File: config.mk
export PLATFORM = sky130hd
export DESIGN_NAME = bank_seq_ctrl
export DESIGN_NICKNAME = d
export VERILOG_FILES = /design/src/rtl/bank_seq_ctrl.sv
export SDC_FILE = /design/constraint.sdc
export NUM_CORES = 1
export LEC_CHECK = 0
export ABC_AREA = 0
export BUFFER_PORTS_ARGS = -buffer_cell sky130_fd_sc_hd__buf_2
export CORE_UTILIZATION = 50
export DETAILED_ROUTE_END_ITERATION = 16
export PLACE_DENSITY = 0.7
export SLEW_MARGIN = 20
export SYNTH_ARGS = -nofsm -noshare
export SYNTH_HDL_FRONTEND = slang
export SYNTH_SLANG_ARGS = --single-unit
File: constraint.sdc
create_clock -name clk -period 3.3 [get_ports clk]
set_input_delay 0.66 -clock clk [delete_from_list [all_inputs] [get_ports clk]]
set_output_delay 0.66 -clock clk [all_outputs]
set_load 0.05 [all_outputs]
File: src/rtl/bank_seq_ctrl.sv
// bank_seq_ctrl: multi-bank SRAM access sequencer.
// One access in flight at a time. The phases are WL -> (SENSE, reads only) -> RECOV,
// and the length of each phase is programmable. Every bank strobe is registered and
// decoded from the next state, so no input reaches a strobe combinationally.
//
// Handshake: a request is accepted on a rising edge where req_valid && req_ready.
// req_ready is the registered IDLE decode ANDed with cs. The requester holds
// req_we/req_bank stable while req_valid is high. The sequencer latches them at accept.
module bank_seq_ctrl #(
  parameter int NUM_BANKS = 4,
  parameter int BANK_W    = 2,
  parameter int CNT_W     = 4,
  parameter int WL_CYC    = 2,
  parameter int SAE_CYC   = 1,
  parameter int PRE_CYC   = 1
) (
  input  logic                 clk,
  input  logic                 rst_n,
  input  logic                 cs,
  input  logic                 req_valid,
  output logic                 req_ready,
  input  logic                 req_we,
  input  logic [BANK_W-1:0]    req_bank,
  output logic [NUM_BANKS-1:0] preb,
  output logic [NUM_BANKS-1:0] wl_en,
  output logic [NUM_BANKS-1:0] sae,
  output logic [NUM_BANKS-1:0] sampleb,
  output logic [NUM_BANKS-1:0] wr_en,
  output logic                 rsp_valid,
  output logic                 rsp_err,
  output logic                 busy
);

  typedef enum logic [1:0] {
    IDLE  = 2'd0,
    WL    = 2'd1,
    SENSE = 2'd2,
    RECOV = 2'd3
  } state_t;

  // A phase length of 0 is treated as 1. The counter is loaded with (length - 1).
  function automatic logic [CNT_W-1:0] len_m1(input int cyc);
    if (cyc <= 1) return '0;
    return CNT_W'(cyc - 1);
  endfunction

  localparam logic [CNT_W-1:0] WL_LD  = len_m1(WL_CYC);
  localparam logic [CNT_W-1:0] SAE_LD = len_m1(SAE_CYC);
  localparam logic [CNT_W-1:0] PRE_LD = len_m1(PRE_CYC);
  // One extra bit so that NUM_BANKS == 2**BANK_W still fits.
  localparam logic [BANK_W:0]  NB_LIM = (BANK_W+1)'(NUM_BANKS);

  state_t              state, state_n;
  logic [CNT_W-1:0]    cnt, cnt_n;
  logic [BANK_W-1:0]   bank_q, bank_n;
  logic                we_q, we_n;
  logic                idle_q;
  logic                accept;
  logic                hit;

  logic [NUM_BANKS-1:0] preb_n, wl_n, sae_n, sampleb_n, wr_n;
  logic                 rsp_n, err_n;

  assign req_ready = idle_q & cs;
  assign accept    = req_valid & req_ready;

  // Next-state, phase counter and request latch.
  always_comb begin
    state_n = state;
    cnt_n   = cnt;
    bank_n  = bank_q;
    we_n    = we_q;
    case (state)
      IDLE: begin
        if (accept) begin
          state_n = WL;
          cnt_n   = WL_LD;
          bank_n  = req_bank;
          we_n    = req_we;
        end
      end
      WL: begin
        if (cnt == '0) begin
          if (we_q) begin
            state_n = RECOV;
            cnt_n   = PRE_LD;
          end else begin
            state_n = SENSE;
            cnt_n   = SAE_LD;
          end
        end else begin
          cnt_n = cnt - 1'b1;
        end
      end
      SENSE: begin
        if (cnt == '0) begin
          state_n = RECOV;
          cnt_n   = PRE_LD;
        end else begin
          cnt_n = cnt - 1'b1;
        end
      end
      RECOV: begin
        if (cnt == '0) begin
          state_n = IDLE;
        end else begin
          cnt_n = cnt - 1'b1;
        end
      end
      default: begin
        state_n = IDLE;
        cnt_n   = '0;
      end
    endcase
  end

  // Strobe decode from the next state. An out-of-range bank leaves every strobe idle.
  always_comb begin
    preb_n    = '0;
    wl_n      = '0;
    sae_n     = '0;
    sampleb_n = '1;
    wr_n      = '0;
    hit       = ({1'b0, bank_n} < NB_LIM);
    for (int i = 0; i < NUM_BANKS; i++) begin
      if (hit && (bank_n == BANK_W'(i))) begin
        if (state_n == WL) begin
          preb_n[i] = 1'b1;
          wl_n[i]   = 1'b1;
          if (we_n) wr_n[i] = 1'b1;
          else      sampleb_n[i] = 1'b0;
        end else if (state_n == SENSE) begin
          preb_n[i] = 1'b1;
          sae_n[i]  = 1'b1;
        end
      end
    end
    rsp_n = (state_n == RECOV) && (state != RECOV);
    err_n = rsp_n && !hit;
  end

  // State, counter and request registers.
  always_ff @(posedge clk or negedge rst_n) begin
    if (!rst_n) begin
      state  <= IDLE;
      cnt    <= '0;
      bank_q <= '0;
      we_q   <= 1'b0;
    end else begin
      state  <= state_n;
      cnt    <= cnt_n;
      bank_q <= bank_n;
      we_q   <= we_n;
    end
  end

  // Registered outputs. Reset forces all banks to precharge with the strobes released.
  always_ff @(posedge clk or negedge rst_n) begin
    if (!rst_n) begin
      preb      <= '0;
      wl_en     <= '0;
      sae       <= '0;
      sampleb   <= '1;
      wr_en     <= '0;
      rsp_valid <= 1'b0;
      rsp_err   <= 1'b0;
      busy      <= 1'b0;
      idle_q    <= 1'b1;
    end else begin
      preb      <= preb_n;
      wl_en     <= wl_n;
      sae       <= sae_n;
      sampleb   <= sampleb_n;
      wr_en     <= wr_n;
      rsp_valid <= rsp_n;
      rsp_err   <= err_n;
      busy      <= (state_n != IDLE);
      idle_q    <= (state_n == IDLE);
    end
  end

  // Strobes are one-hot across banks, and no bank has its wordline and sense amp on together.
  a_onehot: assert property (@(posedge clk) disable iff (!rst_n)
    $onehot0(wl_en) && $onehot0(sae) && $onehot0(wr_en) && ((wl_en & sae) == '0));

endmodule

==> out/qor.yml, run 1 <==
route:
  drc: 0
  ant_nets: 0
  vias: 1090
  vias_per_cell: 5.166
  dr.first_iter.drc_count: 27
  routed_wirelength_um: 2809
  wire_per_inst_um: 13.31
  drt_first_pass_iters: 4
floorplanning:
  io_pins: 31
  chipWidth_um: 58.73
  rows: 20
  coreArea_um2: 3053
  die_y_um: 58.73
  start_util_pct: 52.70
  dieArea_um2: 3449
setup_path:
  crit_fanout: 17
  cp_cell_sequence: "inv_1, ha_1, or3b_4, a2111oi_4, a211o_4, inv_2, ha_1, and2_1"
  path_common_cell: "ha_1"
  cp_num_buf_inv: 2
  max_stage_delay_ns: 0.42
  r2r_start: "cnt[0]"
  required_ns: 3.52
  startpoint_type: "flip-flop"
  cp_top_family: "compound AO/OA/AOI/OAI gates"
  r2r_cells: 8
  rr_endpoint: "preb[1]"
  crit_type: "flip-flop to flip-flop"
  end_kind: "flip-flop"
  reg2reg_setup_slack_ns: 0.86
  arrival_ns: 2.67
  slowest_stage: "dfrtp_1"
yosys:
  synth_edf_count: 0
  avgSynthCellArea_um2: 12.01
  seq_area_frac_synth_pct: 50.16
  synth_cells: 134
  synth.distinct_cells: 44
  syn_nets: 150
  synth_top_area_share_pct: 41.99
  synth_flop_cell: "dfrtp_1"
  synth.cell_area_um2: 1609
  synth.area.top_cells: "dfrtp_1, dfstp_2, ha_1"
  yosys_register_bits: 32
  synth_top_area_cell: "dfrtp_1"
  ys.warnings.count: 0
  async_reset_ff_share_pct: 100.0
timing:
  setup_tns_ns: 0
  fin_ws_ns: 0.8589
  rsz0062_at_grt: "no"
  max_freq_mhz: 409.7
  drv_slew: 0
  clock_skew_ns: 0.006800
  hold_viol_final: 0
  max_slew.worst_pin.slew_ns: 0.6976
  relSlewSlack_pct: 53.45
  post-route-period-util_pct: 73.97
  setup-violations-final: 0
  final.min_clock_period_ns: 2.441
flow_run:
  drv_cap: 0
global_route:
  antenna_found_initial: 0
  grtUsageTotal_pct: 18.45
  grt_pass1_wl_um: 4560
  grt_start_max_net_pins: 33
  grt.overflow.total: 0
  grt_pass1_vias: 1012
placed_design:
  gp_congestion: 0.7615
  port_buffers: 29
  dp_slack_ns: 0.8798
  post-dp-hpwl_um: 2018
clock_network:
  h-tree-depth: 2
  clock_latency_ns: 0.33
  cts_resized: 0
  clock-sinks: 32
  clk_path_buf_depth: 2
  cts.clk_slew.worst_paths_ns: 0.10
  cts-buffers-inserted: 5
  cts_tree: "done"
  cts_setup_buffers: 0
  root_buffer: "clkbuf_4"
  cts_hold_buffers: 0
cells_and_area:
  syn_to_final_growth_pct: 14.54
  finalNetCount: 182
  drive_gt1_share_pct: 37.72
  diodes: 0
min_path:
  hp-class: "input port to asynchronous set/reset pin"
run_status:
  status: "complete, no violations"
[flip-flops by register name (all words and copies together) (netlist names)]
signal,flops
bank_q,2
busy,1
cnt,4
idle_q,1
preb,4
rsp_valid,1
sae,4
sampleb,4
state,2
we_q,1
wl_en,4
wr_en,4
[cells by family (layout without fill, tap and decap cells)]
kind of cell | after synthesis | in the layout | share of synthesized area [%]
AO/OA/AOI/OAI | 17 | 17 | 9.644
adder cells (fa/ha/maj) | 9 | 9 | 6.999
buffers and inverters | 11 | 44 | 4.277
flip-flops | 32 | 32 | 50.16
multiplexers | 8 | 8 | 5.288
other | 1 | 1 | 0.2331
AND/OR/NAND/NOR | 56 | 56 | 23.41
[layout by cell type (no fill, tap or decap), drive strengths merged, types with 2 or more instances in the layout]
cell type	netlist	routed
nor3	4	4
nand2b	5	5
mux2	4	4
and2	9	9
nor2	10	10
nand3	5	5
mux2i	4	4
nor3b	4	4
dfstp	5	5
nor2b	4	4
nand2	5	5
nand4	2	2
buf	3	29
ha	9	9
o21ai	5	5
a211o	2	2
clkbuf	1	6
inv	7	7
dfrtp	27	27
and4	4	4
[through the flow]
step / cell area, um^2 / hold slack [ns] / std cells / utilization, %
after floorplan: 1609 / 0.3644 / 134 / -
after CTS: 1843 / 0.3717 / 211 / 60.37
final: 1843 / 0.3536 / 211 / 60.37
after global routing: 1843 / 0.4052 / 211 / 60.37
after global placement: 1767 / 0.5482 / 203 / 57.87
after detailed placement: 1767 / 0.5573 / 203 / 57.87
[cell type report]
| cell class | count | area, um^2 |
|---|---|---|
| Fill cell | 280 | 1210 |
| Sequential cell | 32 | 807.0 |
| Multi-Input combinational cell | 91 | 733.2 |
| Timing Repair Buffer | 29 | 145.1 |
| Tap cell | 44 | 55.05 |
| Clock buffer | 6 | 41.29 |
| Clock inverter | 2 | 35.03 |
| Inverter | 7 | 26.28 |
[routing by layer]
layer,up-vias,part of all wire (%),global-route usage (%)
met5,-,0,0
met4,0,2.5,9.524
met3,7,5.2,6.593
met2,28,48,30.03
met1,528,44,21.37
li1,527,-,-
[synthesized netlist by cell type (2+ instances only)]
cell type,instances
and2_1,9
dfstp_2,5
nor3_1,3
nand2_1,5
nor2_1,9
inv_1,5
mux2i_1,4
nor2b_1,4
inv_2,2
o21ai_0,3
ha_1,9
dfrtp_1,27
mux2_2,4
nand3_2,4
nor3b_2,4
and4_1,4
o21ai_2,2
nand2b_1,5
[worst max-delay path by stage]
stage,start,endpoint,depth (start not counted)
after floorplan,cnt[0],preb[0],9
after global placement,cnt[0],preb[3],8
after detailed placement,cnt[0],preb[2],8
after CTS,cnt[0],preb[2],8
after global routing,cnt[0],preb[1],8
final,cnt[0],preb[1],8
Power of run 1 is not shown: default switching activity piles up to over one toggle a cycle in this logic, so the estimate is an artifact.
==> run 2, diff against run 1 <==
==> constraint.sdc (replaced) <==
create_clock -name clk -period 2.4 [get_ports clk]
set_input_delay 0.48 -clock clk [delete_from_list [all_inputs] [get_ports clk]]
set_output_delay 0.48 -clock clk [all_outputs]
set_load 0.05 [all_outputs]
==> run 2 against run 1 <==
Sequential cell count unchanged. Fmax rose by 6.2%. Worst setup slack got worse by 0.76 ns. Register-to-register slack lost 0.76 ns. Non-clock buffer count is 2 higher. First-iteration DRC count decreased by 37%. Critical path depth is the same. Hold slack lost 0.18 ns. Count of clock-buffer cells in the layout decreased by 1. Die area unchanged.
==> out/qor.yml, run 2 (synthesized netlist as in run 1, its figures left out) <==
setup_path:
  crit_fanout: 5  # -12
  slowest_stage: "dfrtp_1"
  cp_num_buf_inv: 2  # unchanged
  max_stage_delay_ns: 0.44  # +0.02 ns
  startpoint_type: "flip-flop"
  arrival_ns: 2.52  # -0.15 ns
  cp_top_family: "simple AND/OR/NAND/NOR gates"
  end_kind: "flip-flop"
  crit_type: "flip-flop to flip-flop"
  cp_cell_sequence: "inv_2, ha_1, or3b_4, a2111oi_4, a211o_4, inv_2, ha_1, and2_1"
  required_ns: 2.63  # -0.89 ns
placed_design:
  gp_congestion: 0.7601  # -0.18%
  post-dp-hpwl_um: 2130  # +5.6%
  port_buffers: 29  # unchanged
timing:
  setup-violations-final: 0  # unchanged
  drv_slew: 0  # unchanged
  clock_skew_ns: 0.009745  # +0.002945 ns
  max_freq_mhz: 435.0  # +6.2%
  hold_viol_final: 0  # unchanged
  setup_tns_ns: 0  # unchanged
  final.min_clock_period_ns: 2.299  # -0.1425 ns
  rsz0062_at_grt: "no"
  post-route-period-util_pct: 95.78  # +22 points
  relSlewSlack_pct: 54.27  # +0.82 points
  max_slew.worst_pin.slew_ns: 0.6859  # -0.01162 ns
floorplanning:
  chipWidth_um: 58.73  # unchanged
  rows: 20  # unchanged
  io_pins: 31  # unchanged
  dieArea_um2: 3449  # unchanged
  start_util_pct: 52.70  # unchanged
  coreArea_um2: 3053  # unchanged
  die_y_um: 58.73  # unchanged
clock_network:
  cts-buffers-inserted: 5  # unchanged
  cts_setup_buffers: 0  # unchanged
  cts_hold_buffers: 0  # unchanged
  clock_latency_ns: 0.33  # about the same
  clock-sinks: 32  # unchanged
  root_buffer: "clkbuf_4"
  cts.clk_slew.worst_paths_ns: 0.10  # about the same
  cts_tree: "done"
  cts_resized: 0  # unchanged
  h-tree-depth: 2  # unchanged
  clk_path_buf_depth: 2  # unchanged
route:
  wire_per_inst_um: 13.44  # +0.93%
  vias_per_cell: 5.263  # +1.9%
  dr.first_iter.drc_count: 17  # -37%
  ant_nets: 0  # unchanged
  routed_wirelength_um: 2862  # +1.9%
  drt_first_pass_iters: 4  # unchanged
  vias: 1121  # +2.8%
  drc: 0  # unchanged
cells_and_area:
  layout_common_cells: "buf_2, dfrtp_1, nor2_1, and2_1, ha_1"
  diodes: 0  # unchanged
  finalNetCount: 184  # +1.1%
  syn_to_final_growth_pct: 15.71
  nFillCells: 262  # -6.4%
  final_common_cell: "buf_2"
  drive_gt1_share_pct: 39.64  # +1.9 points
global_route:
  grt_pass1_wl_um: 4816  # +5.6%
  grtUsageTotal_pct: 19.13  # +0.68 points
  grt_pass1_vias: 1091  # +7.8%
  grt_start_max_net_pins: 33  # unchanged
  antenna_found_initial: 0  # unchanged
  grt.overflow.total: 0  # unchanged
min_path:
  hp-class: "input port to asynchronous set/reset pin"
run_status:
  status: "complete, no violations"
flow_run:
  drv_cap: 0  # unchanged
## run 2: cell types whose count changed in the layout (fill, tap and decap cells not counted), sizes merged
cell and delta:
clkinvlp +1, buf +2, clkbuf -1
## run 2: path summary, 6_finish.rpt
path                              from         to  slack, ns  cells after the start
min in group clk           req_bank[1]  bank_q[1]       0.44                      2
min reg2reg                     cnt[1]     cnt[1]       0.58                      2
max                             cnt[0]    preb[2]       0.10                      8
max in group asynchronous        rst_n       we_q       1.78                      1
max reg2reg                     cnt[0]    preb[2]       0.10                      8
min                              rst_n     cnt[2]       0.18                      1
## run 2: layout make-up
type                       instances  area, um^2  area share (%)
sequential                        32       807.0           43.35
multi-input combinational         91       733.2           39.38
timing repair buffer              31       160.2           8.602
tap                               44       55.05           2.957
clock inverter                     3       42.54           2.285
clock buffer                       5       37.54           2.016
inverter                           7       26.28           1.411
## run 2: per-stage QoR
stage | instance area [um^2] | instances | util, % | setup WS [ns] | hold slack, ns
floorplan | 1609 | 134 | - | 0.1032 | 0.1844
global placement | 1782 | 205 | 58.36 | 0.1872 | 0.5503
detailed placement | 1782 | 205 | 58.36 | 0.07776 | 0.5527
CTS | 1862 | 213 | 60.98 | 0.06157 | 0.1981
global route | 1862 | 213 | 60.98 | 0.02423 | 0.2329
finish | 1862 | 213 | 60.98 | 0.1014 | 0.1767
## run 2: per-layer routing
metal,track usage (%),up-vias,routed length [um]
met1,22.00,555,1274
met3,3.956,7,87
met2,32.79,24,1442
li1,-,535,-
met4,11.22,0,57
met5,0,-,0
Power of run 2 is left out for the same reason.
==> run 3, diff against run 2 <==
--- a/config.mk
+++ b/config.mk
@@ -5,9 +5,9 @@
 export SDC_FILE = /design/constraint.sdc
 export NUM_CORES = 1
 export LEC_CHECK = 0
-export ABC_AREA = 0
 export BUFFER_PORTS_ARGS = -buffer_cell sky130_fd_sc_hd__buf_2
 export CORE_UTILIZATION = 50
+export CTS_BUF_LIST = sky130_fd_sc_hd__clkbuf_16
 export DETAILED_ROUTE_END_ITERATION = 16
 export PLACE_DENSITY = 0.7
 export SLEW_MARGIN = 20
==> run 3 against run 2 <==
Final cell count did not move. Largest cell class unchanged. Clock skew shrank 0.0067 ns. Wire length increased by 0.59%. Sequential cell count is the same. Global-route usage grew 0.38 points. First-iteration DRC count unchanged. Worst setup slack improved by 0.027 ns. Register-to-register slack improved by 0.03 ns. Count of clock-buffer cells in the layout unchanged.
==> out/qor.yml, run 3 (synthesized netlist as in run 1, its figures left out) <==
setup_path:
  rr_endpoint: "preb[2]"
  required_ns: 2.56  # -0.07 ns
  slowest_stage: "or3b_4"
  max_stage_delay_ns: 0.43  # about the same
  cp_top_family: "simple AND/OR/NAND/NOR gates"
  crit_fanout: 5  # unchanged
  cp_num_buf_inv: 2  # unchanged
  reg2reg_setup_slack_ns: 0.13  # +0.03 ns
  startpoint_type: "flip-flop"
  crit_type: "flip-flop to flip-flop"
  cp_cell_sequence: "inv_2, ha_1, or3b_4, a2111oi_4, a211o_4, inv_2, ha_1, and2_1"
  r2r_start: "cnt[0]"
  critPathLaunch: "cnt[0]"
  r2r_cells: 8  # unchanged
  end_kind: "flip-flop"
  arrival_ns: 2.44  # -0.08 ns
run_status:
  status: "complete, no violations"
timing:
  hold_viol_final: 0  # unchanged
  final.min_clock_period_ns: 2.271  # -0.02721 ns
  setup-violations-final: 0  # unchanged
  setup_tns_ns: 0  # unchanged
  max_freq_mhz: 440.3  # +1.2%
  relSlewSlack_pct: 54.38  # +0.11 points
  post-route-period-util_pct: 94.64  # -1.1 points
  max_slew.worst_pin.slew_ns: 0.6843  # -0.001671 ns
  clock_skew_ns: 0.003049  # -0.006696 ns
  rsz0062_at_grt: "no"
  drv_slew: 0  # unchanged
cells_and_area:
  multiInputGateArea_um2: 733.2  # unchanged
  drive_gt1_share_pct: 39.64  # unchanged
  seqCellArea_um2: 807.0  # unchanged
  syn_to_final_growth_pct: 21.15
  final_common_cell: "buf_2"
  layout_common_cells: "buf_2, dfrtp_1, nor2_1, and2_1, ha_1"
  finalNetCount: 184  # unchanged
  nFillCells: 249  # -5.0%
  diodes: 0  # unchanged
route:
  vias_per_cell: 5.188  # -1.4%
  ant_nets: 0  # unchanged
  drc: 0  # unchanged
  drt_first_pass_iters: 4  # unchanged
  wire_per_inst_um: 13.52  # +0.59%
  dr.first_iter.drc_count: 17  # unchanged
  routed_wirelength_um: 2879  # +0.59%
  vias: 1105  # -1.4%
clock_network:
  clock-sinks: 32  # unchanged
  cts_setup_buffers: 0  # unchanged
  cts_hold_buffers: 0  # unchanged
  cts-buffers-inserted: 5  # unchanged
  clk_path_buf_depth: 2  # unchanged
  root_buffer: "clkbuf_16"
  clock_latency_ns: 0.28  # -0.05 ns
  cts.clk_slew.worst_paths_ns: 0.05  # -0.05 ns
  cts_resized: 0  # unchanged
  cts_tree: "done"
  h-tree-depth: 2  # unchanged
flow_run:
  drv_cap: 0  # unchanged
floorplanning:
  die_y_um: 58.73  # unchanged
  dieArea_um2: 3449  # unchanged
  chipWidth_um: 58.73  # unchanged
  start_util_pct: 52.70  # unchanged
  coreArea_um2: 3053  # unchanged
  io_pins: 31  # unchanged
  rows: 20  # unchanged
placed_design:
  post-dp-hpwl_um: 2130  # unchanged
  port_buffers: 29  # unchanged
  gp_congestion: 0.7601  # unchanged
global_route:
  grt_pass1_wl_um: 4830  # +0.29%
  antenna_found_initial: 0  # unchanged
  grtUsageTotal_pct: 19.50  # +0.38 points
  grt_pass1_vias: 1073  # -1.6%
  grt_start_max_net_pins: 33  # unchanged
  grt.overflow.total: 0  # unchanged
min_path:
  hp-class: "input port to asynchronous set/reset pin"
==> run 3: cell counts in the layout (fill, tap and decap cells not counted) <==
No cell type changed its count.
==> run 3: how the worst max path moves through the flow <==
stage,endpoint,slack [ns],cells after the start
after global placement,preb[1],0.19,8
after global routing,preb[3],0.03,8
after detailed placement,preb[2],0.08,8
final,preb[2],0.13,8
after CTS,preb[2],0.07,8
after floorplan,preb[0],0.10,9
==> run 3: layout make-up <==
| class | count | area share (%) |
|---|---|---|
| flip-flops and latches | 32 | 41.40 |
| multi-input cells | 91 | 37.61 |
| repair buffers | 31 | 8.216 |
| clock buffers | 5 | 6.418 |
| well taps | 44 | 2.824 |
| clock inverters | 3 | 2.182 |
| inverters | 7 | 1.348 |
==> run 3: per-layer routing <==
metal	GRT usage [%]	vias up	part of all wire, %
met5	0	-	0
met4	11.90	0	2.3
met3	4.615	7	3.6
met2	33.12	22	50
met1	22.14	540	44
li1	-	536	-
==> run 3: worst register-to-register path, delay by kind of cell (launching register included) <==
kind	cells	cell delay, ns
AO/OA/AOI/OAI	2	0.56
adder cells (fa/ha/maj)	2	0.47
buffers and inverters	2	0.13
flip-flops	1	0.41
AND/OR/NAND/NOR	2	0.59
==> run 3: through the flow <==
step                hold WS (ns)  utilization, %  area [um^2]  worst slack, ns  cells
detailed placement        0.5527           58.36         1782          0.07776    205
floorplan                 0.1844               -         1609           0.1032    134
global route              0.3114           63.85         1949          0.03486    213
finish                    0.2427           63.85         1949           0.1286    213
CTS                       0.2689           63.85         1949          0.07492    213
global placement          0.5503           58.36         1782           0.1872    205
Power of run 3 is left out for the same reason.
